File: config.mk
export PLATFORM = sky130hd
export DESIGN_NAME = clock_divider_ctrl
export DESIGN_NICKNAME = d
export VERILOG_FILES = /design/src/rtl/clock_divider_ctrl.sv
export SDC_FILE = /design/constraint.sdc
export NUM_CORES = 1
export LEC_CHECK = 0
export CORE_MARGIN = 4
export CORE_UTILIZATION = 40
export CTS_CLUSTER_DIAMETER = 120
export CTS_CLUSTER_SIZE = 20
export DETAILED_ROUTE_END_ITERATION = 10
export PLACE_DENSITY_LB_ADDON = 0.25
export RECOVER_POWER = 50
export SYNTH_ARGS = -nofsm -noshare
export SYNTH_HDL_FRONTEND = slang
export SYNTH_SLANG_ARGS = --single-unit
File: constraint.sdc
create_clock -name clk_i -period 2.2 [get_ports clk_i]
set_input_delay 0.44 -clock clk_i [delete_from_list [all_inputs] [get_ports clk_i]]
set_output_delay 0.44 -clock clk_i [all_outputs]
set_load 0.02 [all_outputs]
File: src/rtl/clock_divider_ctrl.sv
// Runtime-programmable clock divider: `out_o` toggles every div cycles, and ratio
// and run/stop changes are applied only at half-period boundaries.
module clock_divider_ctrl #(
    parameter int BITS        = 8,
    parameter int DEFAULT_DIV = 16,
    parameter bit START_EN    = 1'b1
) (
    input  logic            clk_i,
    input  logic            rst_i,
    input  logic            cfg_valid_i,
    output logic            cfg_ready_o,
    input  logic [BITS-1:0] cfg_div_i,
    input  logic            cfg_en_i,
    output logic            out_o,
    output logic            tick_o,
    output logic            busy_o,
    output logic            err_o,
    output logic [1:0]      state_o
);

    localparam logic [1:0] ST_OFF  = 2'd0;
    localparam logic [1:0] ST_RUN  = 2'd1;
    localparam logic [1:0] ST_PEND = 2'd2;

    localparam logic [BITS-1:0] ONE  = BITS'(1);
    localparam logic [BITS-1:0] ZERO = '0;

    logic [1:0]      state_q, state_d;
    logic [BITS-1:0] count_q, count_d;
    logic [BITS-1:0] div_q, div_d;
    logic [BITS-1:0] pdiv_q, pdiv_d;
    logic            pen_q, pen_d;
    logic            out_q, out_d;
    logic            tick_q;
    logic            err_q, err_d;

    logic xfer;
    logic term;

    // Handshake: a transfer occurs on a rising edge where cfg_valid_i and cfg_ready_o are both high.
    assign cfg_ready_o = (state_q != ST_PEND);
    assign xfer        = cfg_valid_i && cfg_ready_o;
    assign term        = (count_q == div_q - ONE);

    always_comb begin
        state_d = state_q;
        count_d = count_q;
        div_d   = div_q;
        pdiv_d  = pdiv_q;
        pen_d   = pen_q;
        out_d   = out_q;
        err_d   = err_q;

        if (state_q != ST_OFF) begin
            if (!term) begin
                count_d = count_q + ONE;
            end else begin
                count_d = ZERO;
                if (state_q == ST_RUN) begin
                    out_d = !out_q;
                end else if (pen_q) begin
                    out_d   = !out_q;
                    div_d   = pdiv_q;
                    state_d = ST_RUN;
                end else if (out_q) begin
                    out_d   = 1'b0;
                    state_d = ST_OFF;
                end else begin
                    // Stop requested during a low phase: emit one full high phase first.
                    out_d = 1'b1;
                end
            end
        end

        if (xfer) begin
            if (cfg_div_i == ZERO) begin
                err_d = 1'b1;
            end else if (state_q == ST_OFF) begin
                div_d = cfg_div_i;
                if (cfg_en_i) begin
                    count_d = ZERO;
                    state_d = ST_RUN;
                end
            end else begin
                pdiv_d  = cfg_div_i;
                pen_d   = cfg_en_i;
                state_d = ST_PEND;
            end
        end
    end

    always_ff @(posedge clk_i) begin
        if (rst_i) begin
            state_q <= START_EN ? ST_RUN : ST_OFF;
            count_q <= ZERO;
            div_q   <= BITS'(DEFAULT_DIV);
            pdiv_q  <= ZERO;
            pen_q   <= 1'b0;
            out_q   <= 1'b0;
            tick_q  <= 1'b0;
            err_q   <= 1'b0;
        end else begin
            state_q <= state_d;
            count_q <= count_d;
            div_q   <= div_d;
            pdiv_q  <= pdiv_d;
            pen_q   <= pen_d;
            out_q   <= out_d;
            tick_q  <= (out_d != out_q);
            err_q   <= err_d;
        end
    end

    assign out_o   = out_q;
    assign tick_o  = tick_q;
    assign busy_o  = (state_q != ST_OFF);
    assign err_o   = err_q;
    assign state_o = state_q;

endmodule

== Word-level counts from Yosys, hierarchy flattened ==
Cells that the tools add are included.

* Register bits after elaboration: 30
* Input port bits: 12
* Output and inout bits: 7
* Word-level logic and storage cells: 50

* Add/subtract/negate cells: 2
* Equality and inequality tests: 4
* Multiplexer cells: 27
* Bitwise operators: 2
* Reductions and logical operators: 7

{| class="wikitable"
|+ Operators with widths
! cell !! count
|-
| 2-to-1 mux 8 bit || 13
|-
| 2-to-1 mux 2 bit || 9
|-
| adder 8 x 1 -> 8 bit (second input constant) || 1
|-
| equality test 8 bit || 1
|-
| zero test 8 bit || 1
|-
| subtractor 8 x 1 -> 8 bit (second input constant) || 1
|-
| 2-to-1 mux 1 bit || 5
|-
| AND reduction 3 bit || 1
|-
| equality test 2 x 1 -> 1 bit (second input constant) || 1
|-
| zero test 2 bit || 1
|-
| inequality test 2 bit (second input constant) || 1
|-
| NOT 1 bit || 2
|-
| AND reduction 2 bit || 1
|-
| nonzero test 2 bit || 1
|-
| logical AND 1 bit || 1
|-
| zero test 1 bit || 1
|-
| inequality test 1 bit || 1
|}

== Depth between registers and ports, before layout ==
Gate-level depths: netlist of the first run.

* Word-level depth: 9
* Gate-level depth with buffers: 9
* Gate-level depth less buffers: 8

== Least setup slack after synthesis of the first run ==
No wires, ideal clock.

* Kind: reg-to-reg
* Start: register div_q[0]
* End: register div_q[0]
* Setup time: 79 ps
* Data arrival time: 2,179 ps
* Data required time: 2,121 ps
* Path slack: -58 ps
* Cell stages (with the launch flop): 9
* Path buffers: 0
* Clock period less this slack: 2,258 ps
* Cell sequence: dfxtp_1 -> inv_1 -> ha_1 -> nor2b_1 -> o31a_1 -> o21ai_0 -> nand4_2 -> or4_2 -> o211ai_1

* Longest elaborated chain between the ends: 7
* Elaborated cells on any way between the ends: 9
* Those cells by class: 1 x add/sub; 1 x eq/ne; 7 x mux

{| class="wikitable"
|+ Ends and longest elaborated chain
! item !! line !! text
|-
| from (decl) || 30 || <nowiki>logic [BITS-1:0] div_q, div_d;</nowiki>
|-
| from (signal assigned) || 96 || <nowiki>div_q <= BITS'(DEFAULT_DIV);</nowiki>
|-
| from (signal assigned) || 105 || <nowiki>div_q <= div_d;</nowiki>
|-
| subtractor 8 x 1 -> 8 bit or 2-to-1 mux 8 bit (tied branches) || 43, 61 ||
|-
| equality test 8 bit or 2-to-1 mux 8 bit (tied branches) || 43, 59 ||
|-
| 2-to-1 mux 8 bit || 55 || <nowiki>if (!term) begin</nowiki>
|-
| 2-to-1 mux 8 bit (*) || 54 || <nowiki>if (state_q != ST_OFF) begin</nowiki>
|-
| 2-to-1 mux 8 bit || 78 || <nowiki>end else if (state_q == ST_OFF) begin</nowiki>
|-
| 2-to-1 mux 8 bit || 76 || <nowiki>if (cfg_div_i == ZERO) begin</nowiki>
|-
| 2-to-1 mux 8 bit (*) || 75 || <nowiki>if (xfer) begin</nowiki>
|}

Every way passes the cells marked *; elsewhere a longest branch is shown, timed or not.
A chain may end at the register's enable or synchronous reset.

== Worst setup path after layout of the first run ==
* Start: input cfg_div_i[7]
* End: register div_q[2]

* Longest elaborated chain between the ends: 3

{| class="wikitable"
|+ Ends and longest elaborated chain
! item !! line !! text
|-
| from (decl) || 12 || <nowiki>input logic [BITS-1:0] cfg_div_i,</nowiki>
|-
| zero test 8 bit || 76 ||
|-
| 2-to-1 mux 8 bit || 76 ||
|-
| 2-to-1 mux 8 bit || 75 ||
|}

Every way passes these cells.

==> results of run 1 <==
layer usage:
layer	up-vias	global-route usage	wire [µm]
li1	863	-	-
met4	0	0.0615	52
met2	28	0.290	2220
met3	6	0.0331	147
met1	807	0.230	2040
met5	-	0	0
cells by family (layout without fill, tap and decap cells):
group | after synthesis | count (layout)
simple gates | 101 | 102
compound gates | 44 | 44
flops | 30 | 30
buf+inv | 19 | 70
xor+xnor | 13 | 13
fa+ha+maj | 2 | 2
mux | 1 | 1
worst min-delay path: stages (launching register included):
cell     delay, ps
dfxtp_1        310
nand2_1         50
a21oi_1         50
registers in the layout (all words and copies together) (netlist names):
register / count
pdiv_q: 8
out_o: 1
pen_q: 1
state_o: 2
err_o: 1
div_q: 8
count_q: 8
tick_o: 1
cell type report:
| type | instances | area share |
|---|---|---|
| multi-input combinational | 162 | 0.461 |
| sequential | 30 | 0.256 |
| timing repair buffer | 54 | 0.206 |
| clock buffer | 7 | 0.0364 |
| tap | 50 | 0.0264 |
| inverter | 8 | 0.0127 |
| clock inverter | 1 | 0.00211 |
through the flow:
step	utilization	hold WS (ps)	TNS (ps)	cell area, µm²
after CTS	0.571	459	0	2320
after floorplan	-	434	0	1700
final	0.585	459	0	2370
after global routing	0.585	471	-460	2370
after detailed placement	0.529	449	-2020	2150
after global placement	0.529	446	-1910	2150
power groups by stage:
stage / Combinational, W / Sequential [W] / Clock [W]
after detailed placement: 0.000233 / 0.000605 / 0
after global routing: 0.000276 / 0.000598 / 0.000483
after CTS: 0.000244 / 0.000593 / 0.000468
final: 0.000254 / 0.000594 / 0.000462
after global placement: 0.000230 / 0.000605 / 0
after floorplan: 0.000124 / 0.000601 / 0
worst max path at each step:
stage                   startpoint                  end  slack, ps  cells after the start
3_5_place_dp          cfg_div_i[7]  div_q[2]$_SDFF_PP0_       -330                      8
4_1_cts        div_q[0]$_SDFF_PP0_  div_q[2]$_SDFF_PP0_         10                      9
2_1_floorplan  div_q[0]$_SDFF_PP0_  div_q[0]$_SDFF_PP0_         10                      8
3_3_place_gp          cfg_div_i[7]  div_q[0]$_SDFF_PP0_       -310                      8
5_1_grt               cfg_div_i[7]  div_q[3]$_SDFF_PP0_        -80                      8
6_report              cfg_div_i[7]  div_q[2]$_SDFF_PP0_         10                      8
cells in the final DEF (no fill, tap or decap), drive strengths merged, types with 5 or more instances in the layout:
master / instances
nand4: 5
clkbuf: 7
o211ai: 8
xnor2: 9
dfxtp: 30
nor3: 12
or4: 8
clkdlybuf4s50: 18
nor2: 10
nand3: 11
buf: 36
inv: 8
a21oi: 17
nand2: 38
nor4: 6
timing repair:
action | CTS | global route
setup buffers | 3 | 0
gates resized for setup | 11 | 14
pin swaps | 4 | 9
gates cloned | 1 | 0
setup endpoints to repair | 7 | 12
==> summary.md, run 1 <==
| Metric | Value |
|---|---|
| RR Endpoint | div_q[2]$_SDFF_PP0_ |
| Final Max Slew Viols | 0 |
| CP cell instances | clkdlybuf4s50_1 > nor4_4 > a21boi_2 > a21oi_2 > buf_4 > nand2_1 > or4_2 > o211ai_1 |
| Pwr dens | 553 mW/mm² |
| DIE HEIGHT | 73.1 µm |
| Syn Area/Cell | 8.07 µm² |
| Hold depth | 2 |
| Synth Net Count | 224 |
| Post-synth ARST share | 0 |
| Static Leak | 0.833 nW |
| CP top delay family | simple AND/OR/NAND/NOR gates |
| Pre-CTS setup slack | -331 ps |
| Row count | 23 |
| Hold Crit Start | pdiv_q[7]$_SDFFE_PP0P_ |
| Min cycle time layout | 2190 ps |
| Status | completed |
| Clock buffer depth | 2 |
| Initial antenna violation count | 0 |
| Worst slew pin tran | 430 ps |
| Flops & latches, synth | 30 |
| Clock-pin slew on the worst setup and hold paths | 60 ps |
| Post-Syn Area | 0.00170 mm² |
| Synth-to-layout area growth | 39.9% |
| Ports | 19 |
| Starting density of the core | 0.418 |
| Mux cell area share after synthesis | 0.00590 |
| Via density | 5.46 |
| Worst IR Drop VDD | 0.000425 V |
| Root Buffer | clkbuf_8 |
| Count of clock tree sinks | 30 |
| Setup Skew | 6.72 ps |
| EDFF count, synth | 0 |
| Total Power | 0.00131 W |
| Prevailing post-synth register cell | dfxtp_1 |
| R2R cell count | 8 |
| Global route overflow | 0 |
| Drt pass-1 iters | 4 |
| RSZ-0062 raised after global routing | yes |
| GPL Wtd Cong | 0.831 |
| Psw | 0.000363 W |
| FF-to-FF setup slack | 20 ps |
| Die Footprint | 0.00534 mm² |
| DRT antenna net count | 0 |
| Worst EP arrival | 2380 ps |
| Largest area contributor in the netlist | dfxtp_1 |
| FF/Latch Area | 607 µm² |
| Die Width | 73.1 µm |
| Compound-Gate Fraction of Synth Area | 0.182 |
| Sw frac | 0.277 |
| Synth Area in Simple Gates | 0.309 |
| I/O Buffers | 18 |
| Post-synthesis adder-cell area fraction | 0.0148 |
| Final nets | 275 |
| Fin cells | 312 |
| Synth top area cells | dfxtp_1, nand2_1, a21oi_1, xnor2_1, o211ai_1 |
| H-tree lvl count | 2 |
| DRT iter0 DRCs | 94 |
| Post-synthesis xor/xnor area fraction | 0.0716 |
| Largest stage delay, worst path | 530 ps |
| Seq/Total Area, Yosys | 0.354 |
| Remaining DRCs | 0 |
| Unique masters post-synth | 46 |
| P_int | 0.000948 W |
| Final number of setup-violating endpoints | 0 |
| Layout cells sized above 1 | 0.309 |
| CORE AREA | 0.00406 mm² |
| Hold Path End | pdiv_q[7]$_SDFFE_PP0P_ |
| Fill count | 377 |
| Synth top cells by count | nand2_1, dfxtp_1, a21oi_1 |
| Worst skew pair latency | 280 ps |
| Fmax | 457 MHz |
| Tcrit/Tclk final | 0.995 |
| Worst setup EP type | register |
| CTS hold repair buffers | 0 |
| Hold Violations, Final | 0 |
| Cells after DPL | 300 |
| Vias | 1,704 |
| Gate power share | 0.194 |
| Vias in the first global route | 1,612 |
| Req. time, crit path | 2390 ps |
| Routed len/inst | 14.3 µm |
| Max_slew headroom | 0.712 |
| Detail Placement HPWL | 3.11 mm |
| Yosys synthesis warning count | 0 |
| Ant. Diodes | 0 |
| CTS tree | built |
| Combinational family with the most area after synthesis | simple AND/OR/NAND/NOR gates |
| Synth top area share | 0.354 |
| Worst Slack Setup Final | 10.9 ps |
| Reg power frac | 0.453 |
| Min-Delay Path Class | register to register |
| Worst setup SP type | input port |
| Post-Syn Instances | 210 |
| Count leader, synth | nand2_1 |
| Critical path's slowest cell | or4_2 |
| Pin count of the biggest net entering global routing | 19 |
| CP bufs+invs | 2 |
| Critical R2R Launch | div_q[0]$_SDFF_PP0_ |
| Cts bufs inserted | 5 |
| Max-cap violations | 0 |
| WS Path Type | input port to register |
| Global-route wire length before repair | 7.40 mm |
| WL final | 4.46 mm |
| Critical path fanouts, max | 5 |
| Clock share of power | 0.353 |
| Multi-input logic area | 0.00109 mm² |
| Total Routing Usage GR | 0.176 |
No activity file was read; power rests on OpenSTA's default activity.
==> run 2, diff against run 1 <==
--- a/config.mk
+++ b/config.mk
@@ -5,6 +5,7 @@
 export SDC_FILE = /design/constraint.sdc
 export NUM_CORES = 1
 export LEC_CHECK = 0
+export ABC_AREA = 1
 export CORE_MARGIN = 4
 export CORE_UTILIZATION = 40
 export CTS_CLUSTER_DIAMETER = 120
==> summary.md, run 2 <==
| Metric | Value |
|---|---|
| Status | completed |
| Seq/Total Area, Yosys | 0.344 |
| Synth Net Count | 285 |
| Setup Fix Bufs, Post-CTS | 0 |
| Clock buffer depth | 2 |
| CTS tree | built |
| EDFF count, synth | 0 |
| Global route overflow | 0 |
| Max layer used | met4 |
| Pin count of the biggest net entering global routing | 17 |
| Prevailing post-synth register cell | dfxtp_1 |
| Setup TNS | 0 ps |
| CTS hold repair buffers | 0 |
| WL final | 3.85 mm |
| Detail Placement HPWL | 3.00 mm |
| CORE AREA | 0.00412 mm² |
| Clock-pin slew on the worst setup and hold paths | 70 ps |
| DRT antenna net count | 0 |
| Drt pass-1 iters | 4 |
| Synth top cells by count | nand2_1, inv_1, nand3_1 |
| Post-Syn Area | 0.00175 mm² |
| Max_slew headroom | 0.761 |
| Final number of setup-violating endpoints | 0 |
| Worst setup EP type | output pin |
| Unique masters post-synth | 26 |
| Routed len/inst | 11.1 µm |
| DIE HEIGHT | 74.1 µm |
| Wl on met1 | 1.90 mm |
| Starting density of the core | 0.425 |
| Pwr dens | 663 mW/mm² |
| Remaining DRCs | 0 |
| Flops & latches, synth | 30 |
| Req. time, crit path | 1760 ps |
| Via density | 4.81 |
| Max-cap violations | 0 |
| H-tree lvl count | 2 |
| Fill count | 423 |
| Static Leak | 0.988 nW |
| Count of clock tree sinks | 30 |
| Final Max Slew Viols | 0 |
| Vias | 1,674 |
| Die Footprint | 0.00549 mm² |
| Min-Delay Path Class | register to register |
| Post-Syn Instances | 271 |
| Ant. Diodes | 0 |
| Layout cells sized above 1 | 0.101 |
| WS Path Type | register to output pin |
| Fmax | 508 MHz |
| Largest regs | count_q: 8 flops, div_q: 8 flops, pdiv_q: 8 flops |
| Total Routing Usage GR | 0.155 |
| Ports | 19 |
| Post-synth ARST share | 0 |
| Worst skew pair latency | 280 ps |
| Final Core Density | 0.511 |
| Synth-to-layout area growth | 20.3% |
| FF/Latch Area | 601 µm² |
| Worst IR Drop VDD | 0.000456 V |
| Initial antenna violation count | 0 |
| I/O Buffers | 18 |
| Min cycle time layout | 1970 ps |
| Worst EP arrival | 1530 ps |
| Setup Skew | 5.99 ps |
| DRT iter0 DRCs | 77 |
| Synth top area share | 0.344 |
| Syn Area/Cell | 6.45 µm² |
| Cts bufs inserted | 5 |
| Met2 WL | 1.76 mm |
| GPL Wtd Cong | 0.858 |
| Global-route wire length before repair | 6.58 mm |
| Tcrit/Tclk final | 0.894 |
| Count leader, synth | nand2_1 |
| Vias in the first global route | 1,402 |
| Multi-input logic area | 945 µm² |
| Worst setup SP type | register |
| Commonest non-fill, non-tap cells in the layout | nand2_1, inv_1, nand3_1 |
| WL met3 | 161 µm |
| Row count | 23 |
| Root Buffer | clkbuf_8 |
| Yosys synthesis warning count | 0 |
| Synth top area cells | dfxtp_1, nand2_1, nand3_1, inv_1, nor2_1 |
| Final nets | 311 |
| Worst slew pin tran | 359 ps |
| Leading cell type in the layout, fill and taps excluded | nand2_1 |
| Die Width | 74.1 µm |
| Critical path fanouts, max | 6 |
| Hold Violations, Final | 0 |
| Post_cts resized | 0 |
| Largest area contributor in the netlist | dfxtp_1 |
==> run 2: metal layers <==
metal / global-route usage / up-vias
met5: 0 / -
met2: 0.234 / 38
met1: 0.212 / 718
li1: - / 914
met4: 0.0664 / 0
met3: 0.0365 / 4
==> run 2: area by class of cell <==
type                    instances  area share
clock buffers                   7      0.0411
multi-input cells             190       0.449
clock inverters                 1     0.00238
repair buffers                 26       0.113
inverters                      44      0.0786
flip-flops and latches         30       0.286
well taps                      50      0.0298
==> run 2: through the flow <==
stage / setup slack, ps / instances / power [W] / cell area (µm²) / hold WS [ps]
after floorplan: 379 / 271 / 0.000855 / 1750 / 430
after global placement: 149 / 340 / 0.000946 / 2000 / 442
after detailed placement: 74.2 / 340 / 0.000950 / 2000 / 449
after CTS: 141 / 348 / 0.00141 / 2090 / 458
after global routing: -2.40 / 348 / 0.00148 / 2100 / 493
final: 233 / 348 / 0.00139 / 2100 / 456
==> run 2: kinds of logic (layout without fill, tap and decap cells) <==
| family | Yosys count | in the layout | share of synthesized area |
|---|---|---|---|
| simple gates | 149 | 149 | 0.392 |
| buf+inv | 51 | 78 | 0.123 |
| xor+xnor | 7 | 7 | 0.0351 |
| compound gates | 32 | 32 | 0.0916 |
| fa+ha+maj | 2 | 2 | 0.0143 |
| flops | 30 | 30 | 0.344 |
==> run 2: worst paths after layout <==
kind	startpoint	to	slack (ps)	cells past startpoint
worst max-delay path	state_o[0]$_SDFF_PP1_	busy_o	230	3
worst min register to register	pdiv_q[4]$_SDFFE_PP0P_	pdiv_q[4]$_SDFFE_PP0P_	460	2
worst max register to register	div_q[1]$_SDFF_PP0_	count_q[3]$_SDFF_PP0_	240	11
worst min-delay path	pdiv_q[4]$_SDFFE_PP0P_	pdiv_q[4]$_SDFFE_PP0P_	460	2
==> run 2: critical path, stage by stage (launching register included) <==
cell and delay, ps:
dfxtp_1 420, nor2_1 90, inv_1 110, clkdlybuf4s50_1 620
==> run 2: where the power goes <==
group	switching [W]	internal, W	total [W]
clock	0.000205	0.000252	0.000457
combinational	0.000187	0.000130	0.000317
sequential	0.0000411	0.000579	0.000620
==> RTL edit (flow settings as in run 2) <==
Set the parameter `BITS` to 10 (it was 8).
--- a/src/rtl/clock_divider_ctrl.sv
+++ b/src/rtl/clock_divider_ctrl.sv
@@ -3,3 +3,3 @@
 module clock_divider_ctrl #(
-    parameter int BITS        = 8,
+    parameter int BITS        = 10,
     parameter int DEFAULT_DIV = 16,
Ports: changed (resized cfg_div_i); port bits go from 19 to 21. No check against the original RTL was run, so the function may have changed too.
==> RTL edit against run 2 <==
  * Routed wire length is 18% higher
  * Area after synthesis increased by 20%
  * Setup slack got worse by 0.025 ns
  * Sequential cell count is 6 higher
  * Total power is 8.5% higher
  * Synthesized cell count is 24% higher
  * Utilization is 2.3 points lower
  * Design area grew 19%
  * Global-route usage rose by 0.074 points
  * Clock skew fell by 0.0028 ns
  * Non-clock buffer count unchanged
  * Register-to-register slack worse by 0.03 ns
  * Critical path type is now register to register
  * Critical endpoint is now count_q[6]
  * Largest cell class unchanged
==> RTL edit: results <==
setup_path:
  cp_top_family: "simple AND/OR/NAND/NOR gates"
  cp_max_fo: 8
  worst-endpoint-required_ns: 2.38
  slowest_stage: "sky130_fd_sc_hd__dfxtp_1"
  critical_path.max_stage_delay_ns: 0.34
  regToRegSetupSlack_ns: 0.21
  crit-reg2reg-launch: "div_q[0]"
  timing.reg2reg.worst_path_depth: 13
  setup.worst_path.start_class: "register"
  worstReg2RegEnd: "count_q[6]"
logic_synthesis:
  average_cell_area_after_synthesis_um2: 6.26
  post_synth_num_cell_types: 28
  seq_area_frac_synth_pct: 34.3
  postSynth.asyncResetShare_pct: 0
  commonest_cells_in_the_netlist: "sky130_fd_sc_hd__nand2_1, sky130_fd_sc_hd__inv_1, sky130_fd_sc_hd__dfxtp_1, sky130_fd_sc_hd__nand3_1, sky130_fd_sc_hd__nor2_1"
  ys_top_cells_by_area: "sky130_fd_sc_hd__dfxtp_1, sky130_fd_sc_hd__nand2_1, sky130_fd_sc_hd__nand3_1"
  synth.net_count: 352
  ys_dominant_reg_cell: "sky130_fd_sc_hd__dfxtp_1"
global_route:
  grt_util_overall_pct: 15.6
  maximum_number_of_pins_on_one_net_before_global_route_repair: 21
  grt_antenna_before_repair: 0
  grt_pass1_vias: 1816
  grt_first_pass_wirelength_um: 8030
min_path:
  hold_path_startpoint: "err_o"
  min_delay_worst_endpoint: "err_o"
  worst_hold_path_type: "register to register"
  min_delay_path_depth: 2
finish:
  biggestRegsByFlops: "count_q x10, div_q x10, pdiv_q x10"
  diodes: 0
  layout-drive-gt1-share_pct: 10.9
  nets_final: 375
outcome:
  outcome: "completed"
place:
  detailed_placement_hpwl_um: 3600
  post-place-ws_ns: 0.129
  port-buffer-count: 20
  placed_cells: 422
  postPlaceCellArea_um2: 2390
  routabilityCongestion: 0.765
routing:
  drt_iter0_drc: 107
  route.vias.total: 2001
  finalWirelength_um: 4550
  drt-pass1-iter-count: 4
  detail_route.vias_per_cell: 4.66
pwr:
  cellLeakagePower_nw: 1.26
  max-vdd-ir-drop_mv: 0.292
clock_network:
  clk_pin_slew_ns: 0.07
  cts-buffers-inserted: 5
  cts_htree_levels: 2
  clock_tree.root_cell: "sky130_fd_sc_hd__clkbuf_8"
  cts_repair_resize_count: 0
  cts_setup_buffers: 0
  cts_max_path_buffers: 2
  insertion_delay_ns: 0.28
timing:
  maxSlewHeadroom_pct: 78.0
  finalClockSkew_ns: 0.00314
[RTL edit: logic make-up (layout without fill, tap and decap cells)]
logic type	after synthesis	after routing	share of synthesized area, %
flops	36	36	34.3
buf+inv	68	91	13.0
compound gates	36	36	8.81
simple gates	187	187	39.8
fa+ha+maj	2	2	1.19
xor+xnor	7	7	2.92
[RTL edit: final cells by class]
class,count,area (um^2)
fill,549,2620
multi-input combinational,232,1110
sequential,36,721
timing repair buffer,26,255
inverter,58,218
clock buffer,7,96.3
tap,70,87.6
[RTL edit: report_power, final]
group	total [mW]	switching, mW	internal [mW]
clock	0.504	0.226	0.279
sequential	0.715	0.0304	0.684
combinational	0.293	0.178	0.115
total	1.51	0.434	1.08
[RTL edit: layer usage]
layer | GRT usage, % | vias to the layer above | wire (um)
met1 | 19.9 | 855 | 2220
li1 | - | 1104 | -
met5 | 0 | - | 0
met2 | 25.9 | 36 | 2080
met3 | 3.36 | 6 | 198
met4 | 5.07 | 0 | 53
[RTL edit: how the worst max path moves through the flow]
stage                  to  slack [ns]  cells past startpoint
5_1_grt        count_q[6]       0.007                     14
3_3_place_gp     div_q[4]        0.18                      9
4_1_cts        count_q[6]        0.16                     13
3_5_place_dp    pdiv_q[4]        0.13                      9
6_report       count_q[6]        0.21                     13
2_1_floorplan  state_o[0]        0.49                     16
[RTL edit: through the flow]
stage	total power, mW	hold slack (ns)
2_1_floorplan	0.929	0.445
3_3_place_gp	1.02	0.441
3_5_place_dp	1.02	0.447
4_1_cts	1.54	0.463
5_1_grt	1.61	0.491
6_report	1.51	0.453
[RTL edit: worst min-delay path, stage by stage (launching register included)]
cell and delay (ns):
sky130_fd_sc_hd__dfxtp_1 0.31, sky130_fd_sc_hd__inv_1 0.05, sky130_fd_sc_hd__a21oi_1 0.05
